--- config.mk ---
export PLATFORM = sky130hd
export DESIGN_NAME = pc_unit_flat
export DESIGN_NICKNAME = d
export VERILOG_FILES = /design/src/rtl/pc_unit_pkg.sv /design/src/rtl/pc_unit_if.sv /design/src/rtl/pc_unit_npc_mux.sv /design/src/rtl/pc_unit.sv /design/src/flat_wrapper.sv
export SDC_FILE = /design/constraint.sdc
export NUM_CORES = 1
export LEC_CHECK = 0
export ABC_AREA = 1
export CORE_ASPECT_RATIO = 0.75
export CORE_UTILIZATION = 47
export DETAILED_ROUTE_END_ITERATION = 6
export PLACE_DENSITY = 0.9
export SYNTH_ARGS = -nofsm -noshare
export SYNTH_HDL_FRONTEND = slang
export SYNTH_HIERARCHICAL = 1
export SYNTH_SLANG_ARGS = --single-unit
--- constraint.sdc ---
create_clock -name clk -period 4.4 [get_ports clk]
set_clock_uncertainty 0.15 [all_clocks]
set_input_delay 0.44 -clock clk [delete_from_list [all_inputs] [get_ports clk]]
set_output_delay 0.44 -clock clk [all_outputs]
set_load 0.01 [all_outputs]
--- src/rtl/pc_unit_pkg.sv ---
// Shared constants and types for the fetch-stage program counter.
// Holds the memory map, the ExcCode values and the next-PC select encoding.
// The optional fetch address check (macro PC_FETCH_CHECK_EN) uses fetch_addr_bad.
package pc_unit_pkg;

  // Memory map
  localparam logic [31:0] TEXT_STARTADDR  = 32'h0000_3000;
  localparam logic [31:0] KTEXT_STARTADDR = 32'h0000_4180;
  localparam logic [31:0] IM_SIZE         = 32'h0000_1000;

  // Program counter load values
  localparam logic [31:0] RESET_PC   = TEXT_STARTADDR;
  localparam logic [31:0] HANDLER_PC = KTEXT_STARTADDR;

  // ExcCode values shared with CP0
  localparam logic [4:0] EXC_NONE = 5'd0;
  localparam logic [4:0] EXC_ADEL = 5'd4;

  // Next-PC source, highest priority first
  typedef enum logic [2:0] {
    NPC_EXC   = 3'd0,
    NPC_ERET  = 3'd1,
    NPC_HOLD  = 3'd2,
    NPC_REDIR = 3'd3,
    NPC_SEQ   = 3'd4
  } npc_sel_e;

  // A fetch address is bad when misaligned or outside the user text window
  function automatic logic fetch_addr_bad(input logic [31:0] addr);
    logic misaligned;
    logic out_of_range;
    misaligned   = (addr[1:0] != 2'b00);
    out_of_range = (addr < TEXT_STARTADDR) || (addr >= (TEXT_STARTADDR + IM_SIZE));
    return misaligned || out_of_range;
  endfunction

endpackage

--- src/rtl/pc_unit_if.sv ---
// Request/response bundle between the ID/CP0 side and the fetch PC unit.
// The master drives redirect/exception requests; the slave (pc_unit) returns
// the fetch address, its delay-slot tag and the fetch exception flag.
interface pc_unit_if;
  logic        stall;
  logic        redir_valid;
  logic [31:0] redir_target;
  logic        id_is_jmp;
  logic        exc_req;
  logic        eret_req;
  logic [31:0] epc;
  logic [31:0] PC;
  logic        pc_bd;
  logic        exc_fetch;
  logic [4:0]  exc_code;

  modport master (
    output stall, redir_valid, redir_target, id_is_jmp, exc_req, eret_req, epc,
    input  PC, pc_bd, exc_fetch, exc_code
  );

  modport slave (
    input  stall, redir_valid, redir_target, id_is_jmp, exc_req, eret_req, epc,
    output PC, pc_bd, exc_fetch, exc_code
  );
endinterface

--- src/rtl/pc_unit_npc_mux.sv ---
// Pure combinational next-PC / next-delay-slot-tag priority select.
// Priority: exc_req > eret_req > stall > redir_valid > PC+4.
module pc_unit_npc_mux
  import pc_unit_pkg::*;
(
  input  logic [31:0] pc,
  input  logic        pc_bd,
  input  logic        stall,
  input  logic        redir_valid,
  input  logic [31:0] redir_target,
  input  logic        id_is_jmp,
  input  logic        exc_req,
  input  logic        eret_req,
  input  logic [31:0] epc,
  output logic [31:0] npc,
  output logic        npc_bd
);

  npc_sel_e sel;

  // Pick the winning next-PC source
  always_comb begin
    sel = NPC_SEQ;
    if (exc_req) begin
      sel = NPC_EXC;
    end else if (eret_req) begin
      sel = NPC_ERET;
    end else if (stall) begin
      sel = NPC_HOLD;
    end else if (redir_valid) begin
      sel = NPC_REDIR;
    end else begin
      sel = NPC_SEQ;
    end
  end

  // Produce next PC and tag; a sequential advance after a branch lands in its slot
  always_comb begin
    npc    = pc;
    npc_bd = pc_bd;
    case (sel)
      NPC_EXC: begin
        npc    = HANDLER_PC;
        npc_bd = 1'b0;
      end
      NPC_ERET: begin
        npc    = epc;
        npc_bd = 1'b0;
      end
      NPC_HOLD: begin
        npc    = pc;
        npc_bd = pc_bd;
      end
      NPC_REDIR: begin
        npc    = redir_target;
        npc_bd = 1'b0;
      end
      NPC_SEQ: begin
        npc    = pc + 32'd4;
        npc_bd = id_is_jmp;
      end
      default: begin
        npc    = pc;
        npc_bd = pc_bd;
      end
    endcase
  end

endmodule

--- src/rtl/pc_unit.sv ---
// Fetch-stage program counter: registered PC and delay-slot tag feeding IM.
// Optional fetch address check enabled by defining PC_FETCH_CHECK_EN; when
// undefined exc_fetch/exc_code are tied to zero and no compare logic exists.
module pc_unit
  import pc_unit_pkg::*;
(
  input  logic     clk,
  input  logic     reset,
  pc_unit_if.slave bus
);

  logic [31:0] pc_r;
  logic        pc_bd_r;
  logic [31:0] npc_s;
  logic        npc_bd_s;

  pc_unit_npc_mux u_npc_mux (
    .pc           (pc_r),
    .pc_bd        (pc_bd_r),
    .stall        (bus.stall),
    .redir_valid  (bus.redir_valid),
    .redir_target (bus.redir_target),
    .id_is_jmp    (bus.id_is_jmp),
    .exc_req      (bus.exc_req),
    .eret_req     (bus.eret_req),
    .epc          (bus.epc),
    .npc          (npc_s),
    .npc_bd       (npc_bd_s)
  );

  // PC and delay-slot tag registers; synchronous reset wins over every request
  always_ff @(posedge clk) begin
    if (reset) begin
      pc_r    <= RESET_PC;
      pc_bd_r <= 1'b0;
    end else begin
      pc_r    <= npc_s;
      pc_bd_r <= npc_bd_s;
    end
  end

  assign bus.PC    = pc_r;
  assign bus.pc_bd = pc_bd_r;

`ifdef PC_FETCH_CHECK_EN
  logic fetch_bad_s;

  // Flag the current fetch address; PC keeps advancing and CP0 decides the flush
  always_comb begin
    fetch_bad_s = fetch_addr_bad(pc_r);
  end

  assign bus.exc_fetch = fetch_bad_s;
  assign bus.exc_code  = fetch_bad_s ? EXC_ADEL : EXC_NONE;
`else
  assign bus.exc_fetch = 1'b0;
  assign bus.exc_code  = 5'd0;
`endif

endmodule

--- src/flat_wrapper.sv ---
// flat-port wrapper written by rule: the top's interface ports become plain ports
module pc_unit_flat import pc_unit_pkg::*;
  (clk, reset, bus_stall, bus_redir_valid, bus_redir_target, bus_id_is_jmp, bus_exc_req, bus_eret_req, bus_epc, bus_PC, bus_pc_bd, bus_exc_fetch, bus_exc_code);
  pc_unit_if bus_i ();
  input  logic clk;
  input  logic reset;
  input wire logic [$bits(bus_i.stall)-1:0] bus_stall;
  input wire logic [$bits(bus_i.redir_valid)-1:0] bus_redir_valid;
  input wire logic [$bits(bus_i.redir_target)-1:0] bus_redir_target;
  input wire logic [$bits(bus_i.id_is_jmp)-1:0] bus_id_is_jmp;
  input wire logic [$bits(bus_i.exc_req)-1:0] bus_exc_req;
  input wire logic [$bits(bus_i.eret_req)-1:0] bus_eret_req;
  input wire logic [$bits(bus_i.epc)-1:0] bus_epc;
  output wire logic [$bits(bus_i.PC)-1:0] bus_PC;
  output wire logic [$bits(bus_i.pc_bd)-1:0] bus_pc_bd;
  output wire logic [$bits(bus_i.exc_fetch)-1:0] bus_exc_fetch;
  output wire logic [$bits(bus_i.exc_code)-1:0] bus_exc_code;
  assign bus_i.stall = bus_stall;
  assign bus_i.redir_valid = bus_redir_valid;
  assign bus_i.redir_target = bus_redir_target;
  assign bus_i.id_is_jmp = bus_id_is_jmp;
  assign bus_i.exc_req = bus_exc_req;
  assign bus_i.eret_req = bus_eret_req;
  assign bus_i.epc = bus_epc;
  assign bus_PC = bus_i.PC;
  assign bus_pc_bd = bus_i.pc_bd;
  assign bus_exc_fetch = bus_i.exc_fetch;
  assign bus_exc_code = bus_i.exc_code;
  pc_unit u_core (.clk(clk), .reset(reset), .bus(bus_i));
endmodule
==> results.toml, run 1 <==
[status]
outcome = "completed"

[cells_and_area]
insertedDiodeCount = 0
final_common_cell = "nand2_1"
drive_gt1_share_pct = 6.15
nNetsFinal = 642
mostFrequentLayoutCells = "nand2_1 (162), clkdlybuf4s50_1 (103), inv_1 (68), nor2_1 (67), nand3_1 (39)"
final_cell_area_sq_mm = 0.00375
area_growth_pct = 40.6
n_fill_cell = 499

[worst_setup_path]
worstPathArrival_ns = 2.48
critPathMaxFanout = 19
path_class = "in2reg"
critPathLaunchType = "primary input"
crit_required_ns = 4.45
worstSetupEndpointType = "register"

[timing]
report.final.slew_viol_count = 0
tns_ns = 0
setup_viol_count_final = 0
finalHoldViolations = 0
slew_headroom_pct = 17.6
layout_min_cycle_time_ns = 2.43
rsz0062_at_grt = "false"
period_share_pct = 55.2
clock.fmax_ghz = 0.412
worstMarginPinSlew_ns = 1.23

[detailed_routing]
viasPerCell = 5.19
ant_nets = 0
routed_wirelength_mm = 8.30
avgRoutedWirePerCell_um = 12.9
first_iter_violations = 259
dr.pass1.iters = 5
drc_errors = 0
vias = 3341

[global_routing]
grt-ovfl-total = 0
grt_antenna_before_repair = 0
grt_pass1_vias = 3162
grt_pass1_wl_mm = 13.4
gr-usage-all-layers_pct = 28.8
grt_max_degree = 33

[hold_path]
hp-class = "reg2reg"

[clocking]
cts_made_buffers = 5
cts_root_buf = "clkbuf_8"
clock_latency_ns = 0.29
cts_tree = "built"
clk_pin_slew_worst_paths_ns = 0.07
cts-resized-gates = 0
htree_levels = 2
cts.hold.buffers_added = 0
post_cts_buffers = 0
cts.sinks = 33
clock_path_buffers = 2

[pwr]
vdd_drop_max_uv = 101
power.density_mw_per_mm2 = 195
p_leak_uw = 0.00152

[floorplan]
placementRows = 23
start_util_pct = 49.3
io_pins = 110
die_area_sq_mm = 0.00599
die_y_um = 67.3
die_w_um = 89.0
core_area_sq_mm = 0.00541

[synthesis]
synth_top_cell_area_share_pct = 24.8
synthDistinctLibCells = 28
ys_warn_count = 6
synth_top_flop_cell = "dfxtp_1"
syn_area_sq_mm = 0.00267
ys_ff_latch = 33
synth_area_leaders = "dfxtp_1 (25%), nand2_1 (23%), inv_1 (9.6%)"
yosys.area.top_type = "dfxtp_1"
avgSynthCellArea_sq_um = 5.62
synth-seq-area-share_pct = 24.8
synth_edf_count = 0
syn_inst = 475
ys_async_sr_fraction_pct = 0

[job]
drv_cap = 0

[placement]
placed_cell_area_sq_mm = 0.00368
portBuffers = 103
dpl.hpwl_mm = 6.21
gp_congestion = 0.927
-- stage by stage --
step | worst slack [ns] | total power, uW | hold slack (ns) | utilization (%) | instances
2_1_floorplan | 2.75 | 417 | 0.361 | - | 480
6_report | 1.97 | 732 | 0.444 | 69.4 | 644
4_1_cts | 1.98 | 734 | 0.442 | 69.4 | 644
3_3_place_gp | 1.84 | 518 | 0.424 | 68.0 | 638
5_1_grt | 1.73 | 762 | 0.485 | 69.4 | 644
3_5_place_dp | 1.68 | 522 | 0.424 | 68.0 | 638
-- cell usage after synthesis (all sizes together), types with 2 or more instances --
cell type,instances
nand2,169
buf,20
o2111ai,2
nor2,83
o21ai,9
inv,70
dfxtp,33
xnor2,2
a21oi,14
or2,3
nand4,23
nand3,39
-- cell families after synthesis --
kind of cell | synth area share, %
simple gates | 52.7
buf+inv | 15.1
flops | 24.8
compound gates | 6.14
xor+xnor | 0.656
fa+ha+maj | 0.469
other cells | 0.141
-- layer usage --
metal	GRT usage, %	vias up	part of all wire (%)
met1	36.6	1500	44
li1	-	1645	-
met4	10.5	0	1.3
met5	0	-	0
met3	5.50	15	10
met2	48.8	181	45
-- where the power goes --
part	internal, uW	leakage [uW]	switching (uW)
Sequential	314	0.000271	22.2
Clock	104	0.0000399	110
Combinational	104	0.00120	78.3
-- flip-flops by register name (all words and copies together), names as in the netlist --
register          flops
u_core/bus.pc_bd      1
u_core/bus.PC        32
-- worst paths after layout --
kind / endpoint / depth (start not counted) / slack, ns / startpoint
setup reg to reg: u_core/bus.PC[24] / 10 / 2.44 / u_core/bus.PC[2]
hold / removal: u_core/bus.PC[1] / 4 / 0.44 / u_core/bus.PC[1]
setup / recovery: u_core/bus.PC[14] / 11 / 1.97 / bus_eret_req
hold reg to reg: u_core/bus.PC[1] / 4 / 0.44 / u_core/bus.PC[1]
-- final cells by class --
cell class | instances | area [sq um] | area share [%]
inverters | 70 | 263 | 7.00
flip-flops and latches | 33 | 661 | 17.6
repair buffers | 104 | 1040 | 27.7
well taps | 75 | 93.8 | 2.50
multi-input cells | 356 | 1620 | 43.3
clock buffers | 5 | 68.8 | 1.83
clock inverters | 1 | 5.00 | 0.133
-- worst max-delay path, stage by stage --
cell and delay [ns]:
clkdlybuf4s50_1 0.51, nor2_4 0.21, inv_1 0.07, nor2_2 0.46, buf_4 0.35, nand2_1 0.09, nand2_1 0.07, a31oi_1 0.04
o21ai_1 0.10, inv_1 0.05, nor2_1 0.08
No activity file was read; power rests on OpenSTA's default activity.
==> run 2: changes to the inputs <==
--- a/config.mk
+++ b/config.mk
@@ -7,9 +7,9 @@
 export LEC_CHECK = 0
 export ABC_AREA = 1
 export CORE_ASPECT_RATIO = 0.75
-export CORE_UTILIZATION = 47
+export CORE_UTILIZATION = 44
 export DETAILED_ROUTE_END_ITERATION = 6
-export PLACE_DENSITY = 0.9
+export PLACE_DENSITY = 0.85
 export SYNTH_ARGS = -nofsm -noshare
 export SYNTH_HDL_FRONTEND = slang
 export SYNTH_HIERARCHICAL = 1
==> constraint.sdc (replaced) <==
create_clock -name clk -period 2.4 [get_ports clk]
set_clock_uncertainty 0.15 [all_clocks]
set_input_delay 0.24 -clock clk [delete_from_list [all_inputs] [get_ports clk]]
set_output_delay 0.24 -clock clk [all_outputs]
set_load 0.01 [all_outputs]
==> run 2 against run 1 <==
Compared with the run above:
- sequential share of layout area fell by 0.31 points
- utilization shrank 3.8 points
- final area is 1.8% higher
- hold slack got worse by 0.011 ns
- sequential power rose by 83%
- cell count up 1.4%
- power up 89%
- critical endpoint is now u_core/bus.PC[9]
- first-iteration DRC count increased by 1.9%
- non-clock buffer count up 5
==> results.toml, run 2 (synthesis results as in run 1) <==
[timing]
finalHoldViolations = 0
report.final.slew_viol_count = 0
rsz0062_at_grt = "false"
slew_headroom_pct = 62.9
worstMarginPinSlew_ns = 0.556
clock.fmax_ghz = 0.526
tns_ns = 0
period_share_pct = 79.2
setup_viol_count_final = 0
layout_min_cycle_time_ns = 1.90

[global_routing]
grt_pass1_vias = 2963
met3_usage_pct = 5.92
grt_max_degree = 33
grt_pass1_wl_mm = 13.7
busiest_layer = "met2"
grt-ovfl-total = 0
use_met2_pct = 41.5
gr-usage-all-layers_pct = 26.4
gr-usage-met1_pct = 36.5
grt_antenna_before_repair = 0

[pwr]
power.density_mw_per_mm2 = 362
power.internal_uw = 998
p_leak_uw = 0.00155
vdd_drop_max_uv = 183
p_switching_uw = 384
clockPowerShare_pct = 31.1
switching_share_pct = 27.8
p_comb_share_pct = 24.4
pwr-share-seq_pct = 44.5

[clocking]
cts.sinks = 33
htree_levels = 2
cts_root_buf = "clkbuf_8"
cts.hold.buffers_added = 0
cts-resized-gates = 0
cts_tree = "built"
clock_path_buffers = 2
cts_made_buffers = 5
post_cts_buffers = 0
clk_pin_slew_worst_paths_ns = 0.07
clock_latency_ns = 0.28

[cells_and_area]
insertedDiodeCount = 0
nNetsFinal = 647
mostFrequentLayoutCells = "nand2_1 (162), clkdlybuf4s50_1 (103), inv_1 (68), nor2_1 (67), nand3_1 (39)"
drive_gt1_share_pct = 6.96
largest_reg_flops = 32
area_growth_pct = 43.1
multi_input_area_sq_mm = 0.00162
final_common_cell = "nand2_1"
n_fill_cell = 546
regArea_sq_um = 661
layout.cells.non_filler = 653

[detailed_routing]
dr.pass1.iters = 5
avgRoutedWirePerCell_um = 12.4
drc_errors = 0
viasPerCell = 4.94
vias = 3224
ant_nets = 0
first_iter_violations = 264
routed_wirelength_mm = 8.12

[placement]
placed_cells = 646
gp_congestion = 0.889
dpl.hpwl_mm = 6.16
portBuffers = 103

[worst_setup_path]
cpMaxStageDelayCell = "clkdlybuf4s50_1"
critPathLaunchType = "primary input"
worstSetupEndpointType = "register"
path_class = "in2reg"
worstPathCellList = "clkdlybuf4s50_1 > nor2_4 > nand2_1 > inv_2 > nand2_1 > o2111ai_1 > inv_1 > nor2_1"
cpMostUsedCell = "nand2_1"
crit_required_ns = 2.48
critPathMaxFanout = 25
max_stage_delay_ns = 0.54
worstPathArrival_ns = 1.98

[floorplan]
core_area_sq_mm = 0.00583
die_w_um = 91.9
die_y_um = 69.4
die_area_sq_mm = 0.00638
start_util_pct = 45.8
placementRows = 24
io_pins = 110

[job]
drv_cap = 0

[hold_path]
hp-class = "in2reg"

[status]
outcome = "completed"
## run 2: cell count changes in the layout (fill, tap and decap cells not counted), sizes merged
cell	change
buf	+5
clkbuf	+2
clkinv	-1
## run 2: per-stage QoR
step / util (%) / area (sq um) / setup slack, ns / power, uW / hold slack [ns]
final: 65.6 / 3820 / 0.499 / 1380 / 0.432
after CTS: 65.6 / 3820 / 0.506 / 1400 / 0.424
after detailed placement: 64.1 / 3730 / 0.217 / 963 / 0.431
after floorplan: - / 2690 / 0.749 / 765 / 0.161
after global routing: 65.6 / 3820 / 0.329 / 1460 / 0.475
after global placement: 64.1 / 3730 / 0.331 / 956 / 0.427
## run 2: path summary, 6_finish.rpt
path | startpoint | end | slack, ns | cells after the start
max | bus_eret_req | u_core/bus.PC[9] | 0.50 | 8
min | bus_redir_target[1] | u_core/bus.PC[1] | 0.43 | 5
max reg2reg | u_core/bus.PC[2] | u_core/bus.PC[16] | 0.52 | 10
min reg2reg | u_core/bus.PC[0] | u_core/bus.PC[0] | 0.45 | 4
## run 2: layout make-up
class | count | area share (%)
Timing Repair Buffer | 109 | 28.5
Multi-Input combinational cell | 356 | 42.5
Inverter | 70 | 6.88
Sequential cell | 33 | 17.3
Clock buffer | 7 | 2.26
Tap cell | 78 | 2.55
## run 2: power groups by stage
stage / Combinational (uW) / Sequential [uW] / Clock, uW
after floorplan: 136 / 629 / 0
after global placement: 330 / 626 / 0
after detailed placement: 336 / 627 / 0
after CTS: 338 / 615 / 445
after global routing: 373 / 620 / 468
final: 337 / 616 / 430
## run 2: critical path: cells and delay by family
| kind | cells | cell delay, ns |
|---|---|---|
| buffers and inverters | 3 | 0.98 |
| AND/OR/NAND/NOR | 4 | 0.56 |
| AO/OA/AOI/OAI | 1 | 0.19 |
## run 2: metal layers
layer	part of all wire, %	up-vias	routed length, um
met4	1.2	0	97
met1	47	1414	3780
met3	8.5	12	692
met2	44	133	3550
met5	0	-	0
li1	-	1665	-
==> run 3: changes to the inputs <==
--- a/config.mk
+++ b/config.mk
@@ -7,9 +7,9 @@
 export LEC_CHECK = 0
 export ABC_AREA = 1
 export CORE_ASPECT_RATIO = 0.75
-export CORE_UTILIZATION = 44
+export CORE_UTILIZATION = 40
 export DETAILED_ROUTE_END_ITERATION = 6
-export PLACE_DENSITY = 0.85
+export PLACE_DENSITY = 0.81
 export SYNTH_ARGS = -nofsm -noshare
 export SYNTH_HDL_FRONTEND = slang
 export SYNTH_HIERARCHICAL = 1
==> constraint.sdc (replaced) <==
create_clock -name clk -period 1.6 [get_ports clk]
set_clock_uncertainty 0.15 [all_clocks]
set_input_delay 0.16 -clock clk [delete_from_list [all_inputs] [get_ports clk]]
set_output_delay 0.16 -clock clk [all_outputs]
set_load 0.01 [all_outputs]
==> run 3 against run 2 <==
Compared with the run above:
- the run now ends with setup timing left
- combinational power grew 90%
- clock power grew 42%
- setup slack lost 0.63 ns
- clock-buffer cell count grew 1
- global-route usage grew 2.4 points
- utilization grew 5.9 points
- sequential power grew 48%
- die area grew 9.7%
- cell count grew 10%
- largest power group unchanged
- critical path depth grew 2
==> results.toml, run 3 (synthesis results as in run 1) <==
[status]
outcome = "complete, but fails checks"
violations = "setup timing"

[placement]
portBuffers = 103
placed_cells = 699
dpl.hpwl_mm = 7.12
gp_congestion = 0.943

[pwr]
switching_share_pct = 28.9
clockPowerShare_pct = 28.2
pwr-share-seq_pct = 42.1
vdd_drop_max_uv = 342
power.density_mw_per_mm2 = 474
p_comb_share_pct = 29.7
p_leak_uw = 0.00217
p_switching_uw = 625
power.internal_uw = 1540

[cells_and_area]
area_growth_pct = 71.0
mostFrequentLayoutCells = "nand2_1 (153), clkdlybuf4s50_1 (76), inv_1 (66), nor2_1 (58), buf_4 (56)"
largest_reg_flops = 32
regArea_sq_um = 688
insertedDiodeCount = 0
drive_gt1_share_pct = 23.7
nNetsFinal = 708
multi_input_area_sq_mm = 0.00179
layout.cells.non_filler = 718
n_fill_cell = 487
final_common_cell = "nand2_1"

[detailed_routing]
first_iter_violations = 318
wl_met3_um = 993
drc_errors = 0
routed_wirelength_mm = 10.5
dr.pass1.iters = 5
highest_layer = "met4"
avgRoutedWirePerCell_um = 14.6
ant_nets = 0
vias = 3751
wl_met1_mm = 4.35
wl_met2_mm = 4.90
viasPerCell = 5.22

[worst_setup_path]
max_stage_delay_ns = 0.39
ff2ff_path_depth = 10
critPathLaunchType = "register"
path_buf_inv = 1
critPathMaxFanout = 5
crit_required_ns = 1.67
r2r_end = "u_core/bus.PC[28]"
worstPathCellList = "nand2_1 > nor2_2 > nand2_4 > nor2_4 > nand2_2 > nand2_2 > nand3_1 > a21oi_2 > inv_1 > nor2_1"
path_class = "reg2reg"
timing.rr.start = "u_core/bus.PC[8]"
worstPathArrival_ns = 1.79
cpMostUsedCell = "nand2_2"
crit_family = "simple AND/OR/NAND/NOR gates"
r2r_slack_ns = -0.13
cpMaxStageDelayCell = "dfxtp_1"
worstSetupEndpointType = "register"

[timing]
clock.fmax_ghz = 0.578
tns_ns = -1.40
layout_min_cycle_time_ns = 1.73
setup_viol_count_final = 21
period_share_pct = 108
rsz0062_at_grt = "true"
finalHoldViolations = 0
report.final.slew_viol_count = 0
fin_ws_ns = -0.129

[floorplan]
die_area_sq_mm = 0.00701
placementRows = 25
start_util_pct = 41.8
core_area_sq_mm = 0.00638
die_y_um = 72.7
die_w_um = 96.3
io_pins = 110

[global_routing]
grt_antenna_before_repair = 0
grt-ovfl-total = 0
gr-usage-all-layers_pct = 28.8
grt_pass1_wl_mm = 15.6
grt_max_degree = 33
grt_pass1_vias = 3527

[clocking]
clock_path_buffers = 2
clk_pin_slew_worst_paths_ns = 0.07
cts_tree = "built"
cts_root_buf = "clkbuf_8"
cts.hold.buffers_added = 0
htree_levels = 2
clock_latency_ns = 0.28
cts_made_buffers = 5
cts.sinks = 33

[hold_path]
hold_path_depth = 6
whs_endpoint = "u_core/bus.PC[8]"
hp-class = "in2reg"
hp-start = "bus_exc_req"

[job]
drv_cap = 0
## run 3: how the worst max path moves through the flow
stage                              to  slack (ns)  depth (start not counted)        startpoint
CTS                 u_core/bus.PC[28]       -0.08                         11  u_core/bus.PC[2]
floorplan           u_core/bus.PC[16]        0.03                         10  u_core/bus.PC[2]
global route        u_core/bus.PC[28]       -0.24                         10  u_core/bus.PC[8]
finish              u_core/bus.PC[28]       -0.13                         10  u_core/bus.PC[8]
detailed placement  u_core/bus.PC[30]       -0.27                          9      bus_eret_req
global placement    u_core/bus.PC[15]       -0.23                          9      bus_eret_req
## run 3: repair_timing
action | 4_1_cts | 5_1_grt
setup endpoints to repair | 37 | 39
buffers inserted | 5 | 6
gates resized for setup | 55 | 43
cloned | 0 | 0
pin swaps | 23 | 21
## run 3: final cells by class
type / count / share of cell area, %
multi-input cells: 356 / 39.2
inverters: 70 / 5.81
repair buffers: 170 / 35.9
well taps: 81 / 2.22
flip-flops and latches: 33 / 15.1
clock buffers: 8 / 1.75
## run 3: per-layer routing
layer | vias to the layer above | global-route usage [%]
met5 | - | 0
met1 | 1717 | 37.1
li1 | 1785 | -
met4 | 0 | 9.64
met3 | 34 | 6.56
met2 | 215 | 47.5
## run 3: power by group through the flow
stage	Clock (uW)	Combinational [uW]	Sequential, uW
after global routing	651	693	915
final	610	641	911
after global placement	0	603	920
after floorplan	0	205	944
after detailed placement	0	616	920
after CTS	611	614	907
## run 3: per-stage QoR
step                      utilization, %  hold WS [ns]  cell area, sq um  setup WS, ns  power [uW]
after floorplan                        -        0.0812              2700        0.0298        1150
after global placement              65.5         0.412              4180        -0.229        1520
after detailed placement            65.5         0.419              4180        -0.271        1540
after CTS                           68.6         0.359              4380       -0.0844        2130
after global routing                71.5         0.350              4560        -0.237        2260
final                               71.5         0.312              4560        -0.129        2160
## run 3: tightest hold or removal path, cell delays in order
cell            delay, ns
dlymetal6s2s_1       0.17
buf_4                0.15
a21oi_1              0.04
nand4_1              0.07
inv_1                0.04
nor2_1               0.07
